### src/rtl/control_path_multi.sv
// Control path for a multi-field counter datapath: timed preset sequence,
// carry-chained increment and sequential load, all strobes from registers.
module control_path_multi #(
    parameter int NUM_FIELDS   = 4,
    parameter int FIELD_W      = 4,
    parameter int SEL_W        = 2,
    parameter int DWELL        = 3,
    parameter int PRESET_START = 6,
    parameter int PRESET_STEP  = 2
) (
    input  logic                  clk,
    input  logic                  rst,
    input  logic [1:0]            on,
    input  logic                  start,
    input  logic [NUM_FIELDS-1:0] f_wrap,
    output logic [1:0]            regime,
    output logic                  active,
    output logic [SEL_W-1:0]      f_sel,
    output logic [1:0]            f_op,
    output logic [FIELD_W-1:0]    f_const,
    output logic [NUM_FIELDS-1:0] f_inc,
    output logic [NUM_FIELDS-1:0] f_clr,
    output logic                  done
);

    typedef enum logic [3:0] {
        S_OFF, S_P_ARM, S_P_WRITE, S_P_DWELL, S_P_RESTORE, S_P_FIN,
        S_COUNT, S_LOAD, S_L_FIN
    } state_t;

    localparam logic [FIELD_W-1:0] START_V = FIELD_W'(PRESET_START);
    localparam logic [FIELD_W-1:0] STEP_V  = FIELD_W'(PRESET_STEP);
    localparam logic [3:0]         DWELL_LAST = 4'(DWELL - 1);
    localparam logic [SEL_W-1:0]   SEL_LAST   = SEL_W'(NUM_FIELDS - 1);

    state_t                  state_reg, state_next;
    logic [FIELD_W-1:0]      v_reg, v_next;
    logic                    last_reg, last_next;
    logic [3:0]              dwell_reg, dwell_next;
    logic [SEL_W-1:0]        idx_reg, idx_next;

    logic [1:0]              regime_reg, regime_next;
    logic                    active_reg, active_next;
    logic [SEL_W-1:0]        sel_reg, sel_next;
    logic [1:0]              op_reg, op_next;
    logic [FIELD_W-1:0]      const_reg, const_next;
    logic [NUM_FIELDS-1:0]   inc_reg, inc_next;
    logic [NUM_FIELDS-1:0]   clr_reg, clr_next;
    logic                    done_reg, done_next;

    // Field i increments only when every lower field is wrapping.
    logic [NUM_FIELDS-1:0]   inc_chain;
    assign inc_chain[0] = 1'b1;
    generate
        for (genvar gi = 1; gi < NUM_FIELDS; gi++) begin : g_carry
            assign inc_chain[gi] = inc_chain[gi-1] & f_wrap[gi-1];
        end
    endgenerate

    function automatic logic [1:0] regime_of(input state_t s);
        case (s)
            S_P_ARM, S_P_WRITE, S_P_DWELL, S_P_RESTORE, S_P_FIN: regime_of = 2'd1;
            S_COUNT:                                             regime_of = 2'd2;
            S_LOAD, S_L_FIN:                                     regime_of = 2'd3;
            default:                                             regime_of = 2'd0;
        endcase
    endfunction

    always_comb begin
        state_next  = state_reg;
        v_next      = v_reg;
        last_next   = last_reg;
        dwell_next  = dwell_reg;
        idx_next    = idx_reg;
        active_next = active_reg;
        sel_next    = '0;
        op_next     = 2'b00;
        const_next  = '0;
        inc_next    = '0;
        clr_next    = '0;
        done_next   = 1'b0;

        case (state_reg)
            S_OFF: begin
                active_next = 1'b0;
                case (on)
                    2'd1:    state_next = S_P_ARM;
                    2'd2:    state_next = S_COUNT;
                    2'd3: begin
                        state_next = S_LOAD;
                        idx_next   = '0;
                    end
                    default: state_next = S_OFF;
                endcase
            end
            S_P_ARM: begin
                if (start) begin
                    active_next = 1'b1;
                    v_next      = START_V;
                    state_next  = S_P_WRITE;
                end
            end
            S_P_WRITE: begin
                op_next    = 2'b01;
                const_next = v_reg;
                dwell_next = '0;
                // Decide now whether this is the final value; the old v is lost after decrement.
                last_next  = (v_reg < STEP_V);
                if (!(v_reg < STEP_V))
                    v_next = v_reg - STEP_V;
                if (DWELL > 0)
                    state_next = S_P_DWELL;
                else
                    state_next = (v_reg < STEP_V) ? S_P_RESTORE : S_P_WRITE;
            end
            S_P_DWELL: begin
                if (dwell_reg == DWELL_LAST)
                    state_next = last_reg ? S_P_RESTORE : S_P_WRITE;
                else
                    dwell_next = dwell_reg + 4'd1;
            end
            S_P_RESTORE: begin
                op_next    = 2'b01;
                const_next = START_V;
                state_next = S_P_FIN;
            end
            S_P_FIN: begin
                active_next = 1'b0;
                done_next   = 1'b1;
                state_next  = S_OFF;
            end
            S_COUNT: begin
                if (start) begin
                    op_next  = 2'b10;
                    inc_next = inc_chain;
                    clr_next = inc_chain & f_wrap;
                end else begin
                    state_next = S_OFF;
                end
            end
            S_LOAD: begin
                op_next  = 2'b11;
                sel_next = idx_reg;
                if (idx_reg == SEL_LAST)
                    state_next = S_L_FIN;
                else
                    idx_next = idx_reg + 1'b1;
            end
            S_L_FIN: begin
                done_next  = 1'b1;
                state_next = S_OFF;
            end
            default: state_next = S_OFF;
        endcase

        regime_next = regime_of(state_next);
    end

    always_ff @(posedge clk or posedge rst) begin
        if (rst) begin
            state_reg  <= S_OFF;
            v_reg      <= '0;
            last_reg   <= 1'b0;
            dwell_reg  <= '0;
            idx_reg    <= '0;
            regime_reg <= 2'd0;
            active_reg <= 1'b0;
            sel_reg    <= '0;
            op_reg     <= 2'b00;
            const_reg  <= '0;
            inc_reg    <= '0;
            clr_reg    <= '0;
            done_reg   <= 1'b0;
        end else begin
            state_reg  <= state_next;
            v_reg      <= v_next;
            last_reg   <= last_next;
            dwell_reg  <= dwell_next;
            idx_reg    <= idx_next;
            regime_reg <= regime_next;
            active_reg <= active_next;
            sel_reg    <= sel_next;
            op_reg     <= op_next;
            const_reg  <= const_next;
            inc_reg    <= inc_next;
            clr_reg    <= clr_next;
            done_reg   <= done_next;
        end
    end

    assign regime  = regime_reg;
    assign active  = active_reg;
    assign f_sel   = sel_reg;
    assign f_op    = op_reg;
    assign f_const = const_reg;
    assign f_inc   = inc_reg;
    assign f_clr   = clr_reg;
    assign done    = done_reg;

endmodule

### config.mk
export PLATFORM = sky130hd
export DESIGN_NAME = control_path_multi
export DESIGN_NICKNAME = d
export VERILOG_FILES = /design/src/rtl/control_path_multi.sv
export SDC_FILE = /design/constraint.sdc
export NUM_CORES = 1
export LEC_CHECK = 0
export CORE_UTILIZATION = 40
export DETAILED_ROUTE_END_ITERATION = 8
export PLACE_DENSITY = 0.63
export SLEW_MARGIN = 0
export SYNTH_ARGS = -nofsm -noshare
export SYNTH_HDL_FRONTEND = slang
export SYNTH_SLANG_ARGS = --single-unit
export TNS_END_PERCENT = 20
### constraint.sdc
create_clock -name clk -period 4.35 [get_ports clk]
set_input_delay 0.87 -clock clk [delete_from_list [all_inputs] [get_ports clk]]
set_output_delay 0.87 -clock clk [all_outputs]
set_load 0.01 [all_outputs]
-- Word level (Yosys, flattened, before mapping)
Memory sizes are Yosys's and may differ from the RTL's. A register that Yosys moved wholly into a read port is not among the register bits.
Cells that the tools add are included.
- eq/ne operators: 18
- reductions and logical operators: 12
- add/sub/neg operators: 3
- magnitude comparators: 1
- muxes and demuxes: 26
- bitwise operators: 3
- operators with widths (cell ; number):
    4-bit 2-to-1 mux ; 11
    4-bit one-hot mux with 7 select lines ; 1
    4-bit one-hot mux with 2 select lines ; 3
    4-bit by 3-bit equality test with 1-bit output, second input constant ; 4
    4-bit by 2-bit equality test with 1-bit output, second input constant ; 3
    3-bit one-hot mux with 3 select lines ; 1
    2-bit 2-to-1 mux ; 4
    2-bit inequality test, second input constant ; 4
    2-bit nonzero test ; 4
    2-bit equality test, second input constant ; 3
    2-bit one-hot mux with 3 select lines ; 1
    3-bit AND reduction ; 2
    2-bit OR reduction ; 3
    4-bit by 1-bit adder with 4-bit output, second input constant ; 1
    4-bit AND ; 1
    4-bit by 1-bit equality test with 1-bit output, second input constant ; 1
    4-bit equality test, second input constant ; 1
    4-bit zero test ; 1
    4-bit by 2-bit less-than comparator with 1-bit output, second input constant ; 1
    2-bit one-hot mux with 2 select lines ; 1
    2-bit AND reduction ; 2
    4-bit by 2-bit subtractor with 4-bit output, second input constant ; 1
    3-bit 2-to-1 mux ; 1
    2-bit by 1-bit adder with 2-bit output, second input constant ; 1
    5 further kinds ; 7
- register bits after elaboration: 33
- memories: 1
- bits in read-only memories: 32
- memories (name ; depth ; width ; rd ports ; clocked after Yosys merged registers in ; wr ports ; line ; source):
    (no name shown) ; 16 ; 2 ; 1 ; 1 ; 0 ; 61 ; case (s)

-- Depth between registers and ports, before layout
- depth after elaboration: 5
- depth in mapped cells: 6

-- Worst setup path before layout
No wires, ideal clock.
- kind: input to register
- start: input port start
- end: register regime_reg[0], in the netlist regime[0]
- data required time: 4.219 ns
- stages on the path: 4
- setup time: 0.131 ns
- arrival time: 1.497 ns
- path buffers: 0
- slack: 2.722 ns
- cells stage by stage: and2_1 -> or3_1 -> a22oi_1 -> o21bai_1
- word-level cells in the longest chain between the ends: 2
- elaborated cells on any way between the ends: 3
- those cells by class: 3 x mux
- RTL lines (item ; line ; source):
    from (decl) ; 14 ; input logic start,
    4-bit 2-to-1 mux (on tied branches) ; 133, 97 ;
    4-bit one-hot mux with 7 select lines (*) ; 83 ; case (state_reg)
    to (decl) ; 42 ; logic [1:0] regime_reg, regime_next;
Mark *: on every way between the ends. The rest lies on a longest branch, timed or not.
A chain may end at the register's enable or synchronous reset.

-- Final worst setup path
- start: register active_reg, in the netlist active
- end: output port active
- RTL lines (item ; line ; source):
    from (decl) ; 43 ; logic active_reg, active_next;
    from (signal assigned) ; 181 ; active_reg <= active_next;
    to (decl) ; 17 ; output logic active,
No word-level cell between the ends.

==> flow_summary.yaml <==
outcome:
  outcome: "finished, final reports clean"
final_layout:
  final_common_cell: "dfrtp_1"
  drive_above_1_share_pct: 8.82
  antenna_cells: 0
  layout_common_cells: "dfrtp_1 (31), clkdlybuf4s50_1 (28), nand2_1 (15), nor2_1 (11), o21ai_0 (7)"
  nets: 182
  area_growth_pct: 26.5
  fill_cells: 309
  final_area_um2: 1880
  multi_input_area_um2: 631
  seq_area_um2: 776
clocking:
  cts_tree: "yes"
  cts_made_buffers: 5
  root_buffer: "clkbuf_8"
  holdBufCountCts: 0
  clock_latency_ns: 0.29
  clkSinkCount: 31
  post_cts_buffers: 0
  clock_path_buffers: 2
  clkSlewWorstSetupHoldPaths_ns: 0.06
  cts_resized: 0
  cts.htree.levels: 2
place:
  place_congestion: 0.775
  dp_hpwl_um: 1940
  place_ws_ns: 2.09
  placed_area_um2: 1770
  io_buffers: 28
synth:
  yosysSeqAreaShare_pct: 52.2
  yosys_warnings: 0
  synth_edf_count: 0
  synth.distinct_cells: 43
  synth_top_family_by_area: "simple AND/OR/NAND/NOR gates"
  synth-simple-area-share_pct: 23.2
  synth_compound_area_share_pct: 12.4
  syn_area_per_cell_um2: 10.4
  synthCells: 143
  synthFlopType: "dfrtp_1"
  synth-xor-area-share_pct: 0.590
  synth.mux.area_fraction_pct: 2.70
  synth.ff_latch_count: 31
  syn_nets: 156
  synth_fa_ha_area_share_pct: 3.37
  synthesis.area_um2: 1490
  async_flop_share_pct: 100
pwr:
  p_sw_mw: 0.404
  vdd_ir_drop_max_uv: 237
  power_frac_clock_pct: 24.1
  leakage_nw: 0.873
  power.density_nw_per_um2: 613
  seqPwrFrac_pct: 41.5
  combinationalPowerShare_pct: 34.4
  power.internal_mw: 0.748
  p_sw_share_pct: 35.1
floorplanning:
  die_y_um: 62.9
  coreArea_um2: 3440
  dieArea_um2: 3960
  start_util_pct: 43.1
  die_width_um: 62.9
  boundaryPins: 29
  row_count: 21
worst_setup_path:
  critical_path.max_stage_delay_ns: 0.54
  r2r_slack_ns: 2.59
  cp-endpoint: "active"
  critPathTopFamily: "buffers and inverters"
  worstPathRequired_ns: 3.48
  crit_fanout: 3
  worst_path_max_delay_cell: "clkdlybuf4s50_1"
  crit_chain: "clkdlybuf4s50_1"
  worstSetupPathType: "flop to output port"
  crit_start: "active"
  cp-end-kind: "output port"
  critPathArrivalTime_ns: 1.17
  timing.rr.start: "dwell_reg[0]"
  timing.rr.end: "regime[0]"
  startpoint_type: "flop"
  reg2reg_depth: 6
  crit_buf_inv: 1
  crit_cells: 1
job:
  cap_violations: 0
routing:
  dr.pass1.iters: 4
  ant_nets: 0
  drt-total-wl_um: 2780
  viasPerCell: 5.12
  wl_per_cell_um: 12.9
  first_iter_violations: 34
  vias: 1106
  drc: 0
sta:
  hold_viol_final: 0
  period_minus_slack_ns: 2.04
  worst_slack_ns: 2.31
  slew_violations: 0
  finalSetupViolations: 0
  fin_crit_sh_pct: 46.8
  finalClockSkew_ns: 0.00758
  slew_headroom_pct: 25.0
  tns_ns: 0
  rsz0062_at_grt: "false"
  tightest_slew_ns: 1.12
  fmax_ghz: 0.491
grt:
  antenna_found_initial: 0
  grt_pass1_vias: 1044
  grt_pass1_wl_um: 4870
  grt_overflow: 0
  track_usage_pct: 16.2
  grt_max_degree: 32
hold_path:
  hold_path_class: "flop to flop"
[cell families (layout without fill, tap and decap cells)]
group / Yosys count / after routing
compound gates: 27 / 27
xor+xnor: 1 / 1
fa+ha+maj: 4 / 4
buf+inv: 15 / 42
flops: 31 / 31
mux: 4 / 4
other cells: 1 / 1
simple gates: 60 / 60
[cells in the mapped netlist, types with 2 or more instances]
library cell | instances | share of area [%]
a21oi_1 | 4 | 1.3
a22oi_1 | 2 | 1.0
a31oi_1 | 2 | 0.84
and2_1 | 4 | 1.7
and3_1 | 5 | 2.1
buf_2 | 3 | 1.0
buf_4 | 5 | 2.5
dfrtp_1 | 31 | 52
ha_1 | 4 | 3.4
inv_1 | 6 | 1.5
mux2i_1 | 4 | 2.7
nand2_1 | 15 | 3.8
nor2_1 | 11 | 2.8
nor2b_1 | 4 | 1.7
nor3_1 | 4 | 1.3
nor3b_1 | 2 | 1.0
o21a_1 | 3 | 1.5
o21ai_0 | 7 | 2.4
o21bai_1 | 2 | 1.0
or2_2 | 2 | 0.84
[worst min-delay path by stage]
stage	startpoint	to	slack, ns	depth (start not counted)
6_report	dwell_reg[2]	dwell_reg[2]	0.50	1
5_1_grt	idx_reg[0]	idx_reg[0]	0.54	1
4_1_cts	dwell_reg[2]	dwell_reg[2]	0.50	1
3_5_place_dp	dwell_reg[2]	dwell_reg[2]	0.49	1
3_3_place_gp	dwell_reg[2]	dwell_reg[2]	0.49	1
2_1_floorplan	last_reg	last_reg	0.46	2
[power groups by stage]
stage / clock [mW] / sequential (mW) / combinational, mW
after floorplan: 0 / 0.448 / 0.298
after detailed placement: 0 / 0.482 / 0.394
after CTS: 0.282 / 0.477 / 0.400
after global placement: 0 / 0.479 / 0.384
final: 0.278 / 0.478 / 0.396
after global routing: 0.298 / 0.495 / 0.451
[per-layer routing]
layer	GRT usage [%]	vias to the layer above	wire, um
met1	19.6	531	1270
met4	6.10	0	42
met3	5.84	7	114
li1	-	546	-
met2	26.1	22	1350
met5	0	-	0
[final cells by class]
type	instances	area share, %
sequential	31	41.3
multi-input combinational	97	33.6
timing repair buffer	28	14.9
clock buffer	5	3.66
tap	46	3.06
clock inverter	3	2.33
inverter	6	1.20
[metrics by stage]
step	hold slack (ns)	util, %	std cells	total power [mW]
after floorplan	0.460	-	143	0.747
after global placement	0.488	51.3	208	0.863
after detailed placement	0.494	51.3	208	0.876
after CTS	0.503	54.6	216	1.16
after global routing	0.537	54.6	216	1.24
final	0.500	54.6	216	1.15
(Power assumes the default switching activity.)
==> RTL edit 1: new RTL, config.mk and constraints unchanged <==
`SEL_W`: 2 -> 4.
--- a/src/rtl/control_path_multi.sv
+++ b/src/rtl/control_path_multi.sv
@@ -3,7 +3,7 @@
 module control_path_multi #(
     parameter int NUM_FIELDS   = 4,
     parameter int FIELD_W      = 4,
-    parameter int SEL_W        = 2,
+    parameter int SEL_W        = 4,
     parameter int DWELL        = 3,
     parameter int PRESET_START = 6,
     parameter int PRESET_STEP  = 2
Interface: changed (resized f_sel); port bits go from 29 to 31. The function was not compared with the original's and may differ.
==> RTL edit 1 against the original RTL <==
Sequential cell count up 4; largest cell class unchanged; clock skew up 0.0054 ns; maximum frequency down 2.1%; register-to-register slack worse by 0.19 ns; synthesized area up 11%; clock power down 7.2%; power up 3.2%; sequential share of layout area up 1.1 points; final area up 10%; synthesized cell count up 10%; die area up 11%; worst setup slack worse by 0.044 ns; routed wire length up 19%; first-iteration DRC count down 24%.
==> RTL edit 1: results (changes against the original RTL) <==
GRT
  – Initial antenna violation count: 0 (unchanged)
  – GRT Total Usage: 17.38% (+1.2 points)
  – Vias in the first global route: 1214 (+16%)
  – Largest net degree at the start of global routing: 36 (+13%)
  – Global-route wire length before repair: 5595 um (+15%)

Layout
  – Fin nets: 199 (+9.3%)
  – Fill cells: 340 (+10%)
  – N_diodes: 0 (unchanged)
  – Share of cells above drive strength 1: 8.021% (-0.80 points)

Critical path
  – Reg-to-reg startpoint: state_reg[0]
  – Worst Path Arrival: 1.21 ns (+0.04 ns)
  – Slowest cell on the critical path: clkdlybuf4s50_1
  – Crit-path max FO: 3 (unchanged)
  – R2r endpoint: idx_reg[2]
  – Delay-heaviest family, CP: buffers and inverters
  – CP max stage delay: 0.54 ns (about the same)
  – Reg2reg setup slack: 2.40 ns (-0.19 ns)
  – R2r worst-path depth: 3 (-3)

Detailed routing
  – Via-to-Cell Ratio: 5.391 (+5.3%)
  – Drt first-iter violations: 26 (-24%)
  – Pre-antenna DRT Iters: 4 (unchanged)
  – Routed wire length: 3320 um (+19%)

Clock network
  – CTS Buf Count: 5 (unchanged)
  – CTS clk-pin slew, worst paths: 0.08 ns (+0.02 ns)
  – CTS resizes: 0 (unchanged)
  – Worst skew pair latency: 0.29 ns (about the same)
  – Root Driver: clkbuf_8
  – CTS HTree Levels: 2 (unchanged)
  – Post-CTS Repair Setup Buffers: 0 (unchanged)

Hold path
  – Hold wc startpoint: dwell_reg[2]
  – Hold Path Stages: 1 (unchanged)
  – Hold crit path type: flop to flop
  – Hold EP: dwell_reg[2]

Place
  – HPWL after DPL: 2274 um (+17%)
  – Port-buffer cells: 30 (+7.1%)
  – Gpl congestion: 0.7769 (+0.31%)

STA
  – Slew headroom: 52.79% (+28 points)
  – Setup Skew: 0.01300 ns (+0.005422 ns)

Yosys
  – Post-synth cell types: 43 (unchanged)
  – Post-synth top cells: dfrtp_1 (35), nand2_1 (13), inv_1 (8)
  – Sequential-to-total area share from yosys stat: 53.11% (+0.88 points)
  – Synth area leaders: dfrtp_1 (53%), ha_1 (3.0%), nand2_1 (3.0%)
  – Ys async rst share: 100.0% (unchanged)
  – Synth warnings: 0 (unchanged)
  – Most used DFF post-synth: dfrtp_1
  – Mapped Nets: 171 (+9.6%)

Outcome
  – Outcome: finished clean

Power
  – Leakage power total: 0.9316 nW (+6.7%)
  – VDD IR max: 0.3004 mV (+27%)
  – Psw: 0.4241 mW (+4.9%)
RTL edit 1: metal layers:
| layer | wire length (um) | vias to the layer above | track usage [%] | share of wire (%) |
|---|---|---|---|---|
| met4 | 45 | 0 | 6.383 | 1.4 |
| li1 | - | 623 | - | - |
| met5 | 0 | - | 0 | 0 |
| met2 | 1560 | 28 | 28.57 | 47 |
| met3 | 150 | 6 | 5.690 | 4.5 |
| met1 | 1563 | 610 | 21.12 | 47 |
RTL edit 1: per-stage QoR:
stage | utilization (%) | instance area, sq um | worst slack [ns] | hold slack (ns) | std cells
detailed placement | 51.78 | 1967 | 2.201 | 0.4878 | 227
finish | 54.41 | 2067 | 2.271 | 0.4923 | 235
floorplan | - | 1649 | 2.704 | 0.4606 | 158
global route | 54.41 | 2067 | 2.249 | 0.5298 | 235
CTS | 54.41 | 2067 | 2.263 | 0.4979 | 235
global placement | 51.78 | 1967 | 2.249 | 0.4898 | 227
RTL edit 1: how the worst max path moves through the flow:
stage	start	end	slack (ns)	cells after the start
3_3_place_gp	on[0]	idx_reg[2]	2.25	4
5_1_grt	active	active	2.25	1
4_1_cts	active	active	2.26	1
2_1_floorplan	rst	active	2.70	1
6_report	active	active	2.27	1
3_5_place_dp	on[0]	idx_reg[2]	2.20	4
RTL edit 1: cell families after synthesis:
| kind of cell | count (synthesis) | synth area share [%] |
|---|---|---|
| and+or+nand+nor | 65 | 23.45 |
| other | 1 | 0.2274 |
| buffers and inverters | 18 | 4.855 |
| muxes | 3 | 1.821 |
| adders and majority gates | 4 | 3.035 |
| AOI/OAI and AO/OA | 31 | 12.98 |
| DFF | 35 | 53.11 |
| xor gates and xnor gates | 1 | 0.5312 |
RTL edit 1: cell type report:
class                   count  area (sq um)  area share, %
flip-flops and latches     35         875.8          42.37
multi-input cells         105         693.2          33.54
repair buffers             31         307.8          14.89
clock buffers               8         100.1          4.843
well taps                  48         60.06          2.906
inverters                   8         30.03          1.453
RTL edit 1: power groups by stage:
stage / sequential, mW / clock, mW / combinational, mW
floorplan: 0.481 / 0 / 0.310
global placement: 0.519 / 0 / 0.393
detailed placement: 0.527 / 0 / 0.409
CTS: 0.520 / 0.263 / 0.414
global route: 0.537 / 0.280 / 0.460
finish: 0.521 / 0.258 / 0.409
==> RTL edit 2: new RTL, same settings <==
Made on the original files. The 9 states of `state_t` get a Gray code encoding in 4 bits.
--- a/src/rtl/control_path_multi.sv
+++ b/src/rtl/control_path_multi.sv
@@ -24,8 +24,8 @@
 );
 
     typedef enum logic [3:0] {
-        S_OFF, S_P_ARM, S_P_WRITE, S_P_DWELL, S_P_RESTORE, S_P_FIN,
-        S_COUNT, S_LOAD, S_L_FIN
+        S_OFF = 4'b0000, S_P_ARM = 4'b0001, S_P_WRITE = 4'b0011, S_P_DWELL = 4'b0010, S_P_RESTORE = 4'b0110, S_P_FIN = 4'b0111,
+        S_COUNT = 4'b0101, S_LOAD = 4'b0100, S_L_FIN = 4'b1100
     } state_t;
 
     localparam logic [FIELD_W-1:0] START_V = FIELD_W'(PRESET_START);
Behaviour: same outputs for any inputs over 10 cycles, from zero or initial values and one cycle with rst high; not proved beyond that.
==> RTL edit 2 against the original RTL <==
Final area shrank 0.60%; sequential share of layout area grew 0.25 points; maximum frequency shrank 7.5%; count of clock-buffer cells in the layout grew 3; die area shrank 0.25%; sequential cell count is the same; power shrank 2.3%; routed wire length shrank 5.0%; clock power shrank 14%; synthesized area shrank 0.25%; worst setup slack lost 0.16 ns; non-clock buffer count is the same; largest cell class unchanged; highest routed layer unchanged.
==> RTL edit 2: results (changes against the original RTL) <==
Yosys
  – Synth Area in Compound Gates: 12.84% (+0.45 points)
  – Synth area leaders: dfrtp_1 (52%), ha_1 (5.9%), a21oi_1 (3.7%)
  – Multiplexer share of the synthesized area: 1.436% (-1.3 points)
  – Post-Synth XOR/XNOR Area: 0.5912% (+0.0015 points)
  – Mapped Nets: 154 (-1.3%)
  – Post-synth cell types: 41 (-4.7%)
  – Sequential-to-total area share from yosys stat: 52.36% (+0.13 points)

Layout
  – P&R area growth vs syn: 26.10%
  – FF+latch count: 31 (unchanged)
  – Design area: 1868 sq um (-0.60%)
  – Multi-In Gates: 92 (-5.2%)
  – Fraction of area in multi-input gates: 33.42% (-0.13 points)
  – Share of cells above drive strength 1: 9.581% (+0.76 points)
  – Fill cells: 308 (-0.32%)
  – CLK BUF: 8 (+3)
  – Seq area share: 41.53% (+0.25 points)

Critical path
  – CP max stage delay: 0.48 ns (-0.06 ns)
  – Worst Path Arrival: 2.36 ns (+1.19 ns)
  – Crit-path max FO: 2 (-1)

Place
  – Placed cell area: 1768 sq um (about the same)
  – HPWL after DPL: 1943 um (about the same)
  – Pre-CTS setup slack: 1.861 ns (-0.2272 ns)
  – Gpl congestion: 0.8208 (+6.0%)
  – Inst Count DP: 205 (-1.4%)

Power
  – VDD IR max: 0.3477 mV (+47%)
  – Leakage power total: 0.8489 nW (-2.8%)

GRT
  – Global-route wire length before repair: 4567 um (-6.2%)
  – GRT Total Usage: 15.12% (-1.0 points)
  – Met3 Resource Use GR: 3.285% (-2.6 points)

Detailed routing
  – Drt first-iter violations: 26 (-24%)
  – Routed length per placed instance: 12.40 um (-3.7%)
  – Routed wire length: 2642 um (-5.0%)
  – Pre-antenna DRT Iters: 3 (-1)

Clock network
  – Worst skew pair latency: 0.27 ns (-0.02 ns)

Outcome
  – Outcome: finished clean

STA
  – Setup Skew: 0.004580 ns (-0.002997 ns)
==> RTL edit 2: changes by cell type after synthesis, sizes merged, moves of 3 or more <==
cell    change
a21oi       +7
nand2b      +6
nor2        -4
ha          +3
mux2i       -3
nand2       -3
nor2b       -3
o21a        -3
==> RTL edit 2: where the power goes <==
part	internal, mW	switching, mW	leakage, nW
combinational	0.201	0.204	0.396
clock	0.144	0.0960	0.0515
sequential	0.369	0.111	0.401
==> RTL edit 2: metal layers <==
metal  vias up  routed length [um]
li1        536                   -
met1       517                1215
met2        15                1345
met3         2                  61
met4         0                  19
met5         -                   0
==> RTL edit 2: path summary, 6_finish.rpt <==
kind                              to  slack (ns)         start  cells after the start
hold reg to reg             f_sel[1]        0.52    idx_reg[1]                      1
min in group asynchronous   f_sel[1]        1.20           rst                      2
setup reg to reg           regime[0]        2.45  state_reg[0]                      5
hold / removal              f_sel[1]        0.52    idx_reg[1]                      1
setup / recovery           regime[0]        2.15         on[0]                      7
max in group asynchronous   v_reg[2]        2.48           rst                      2
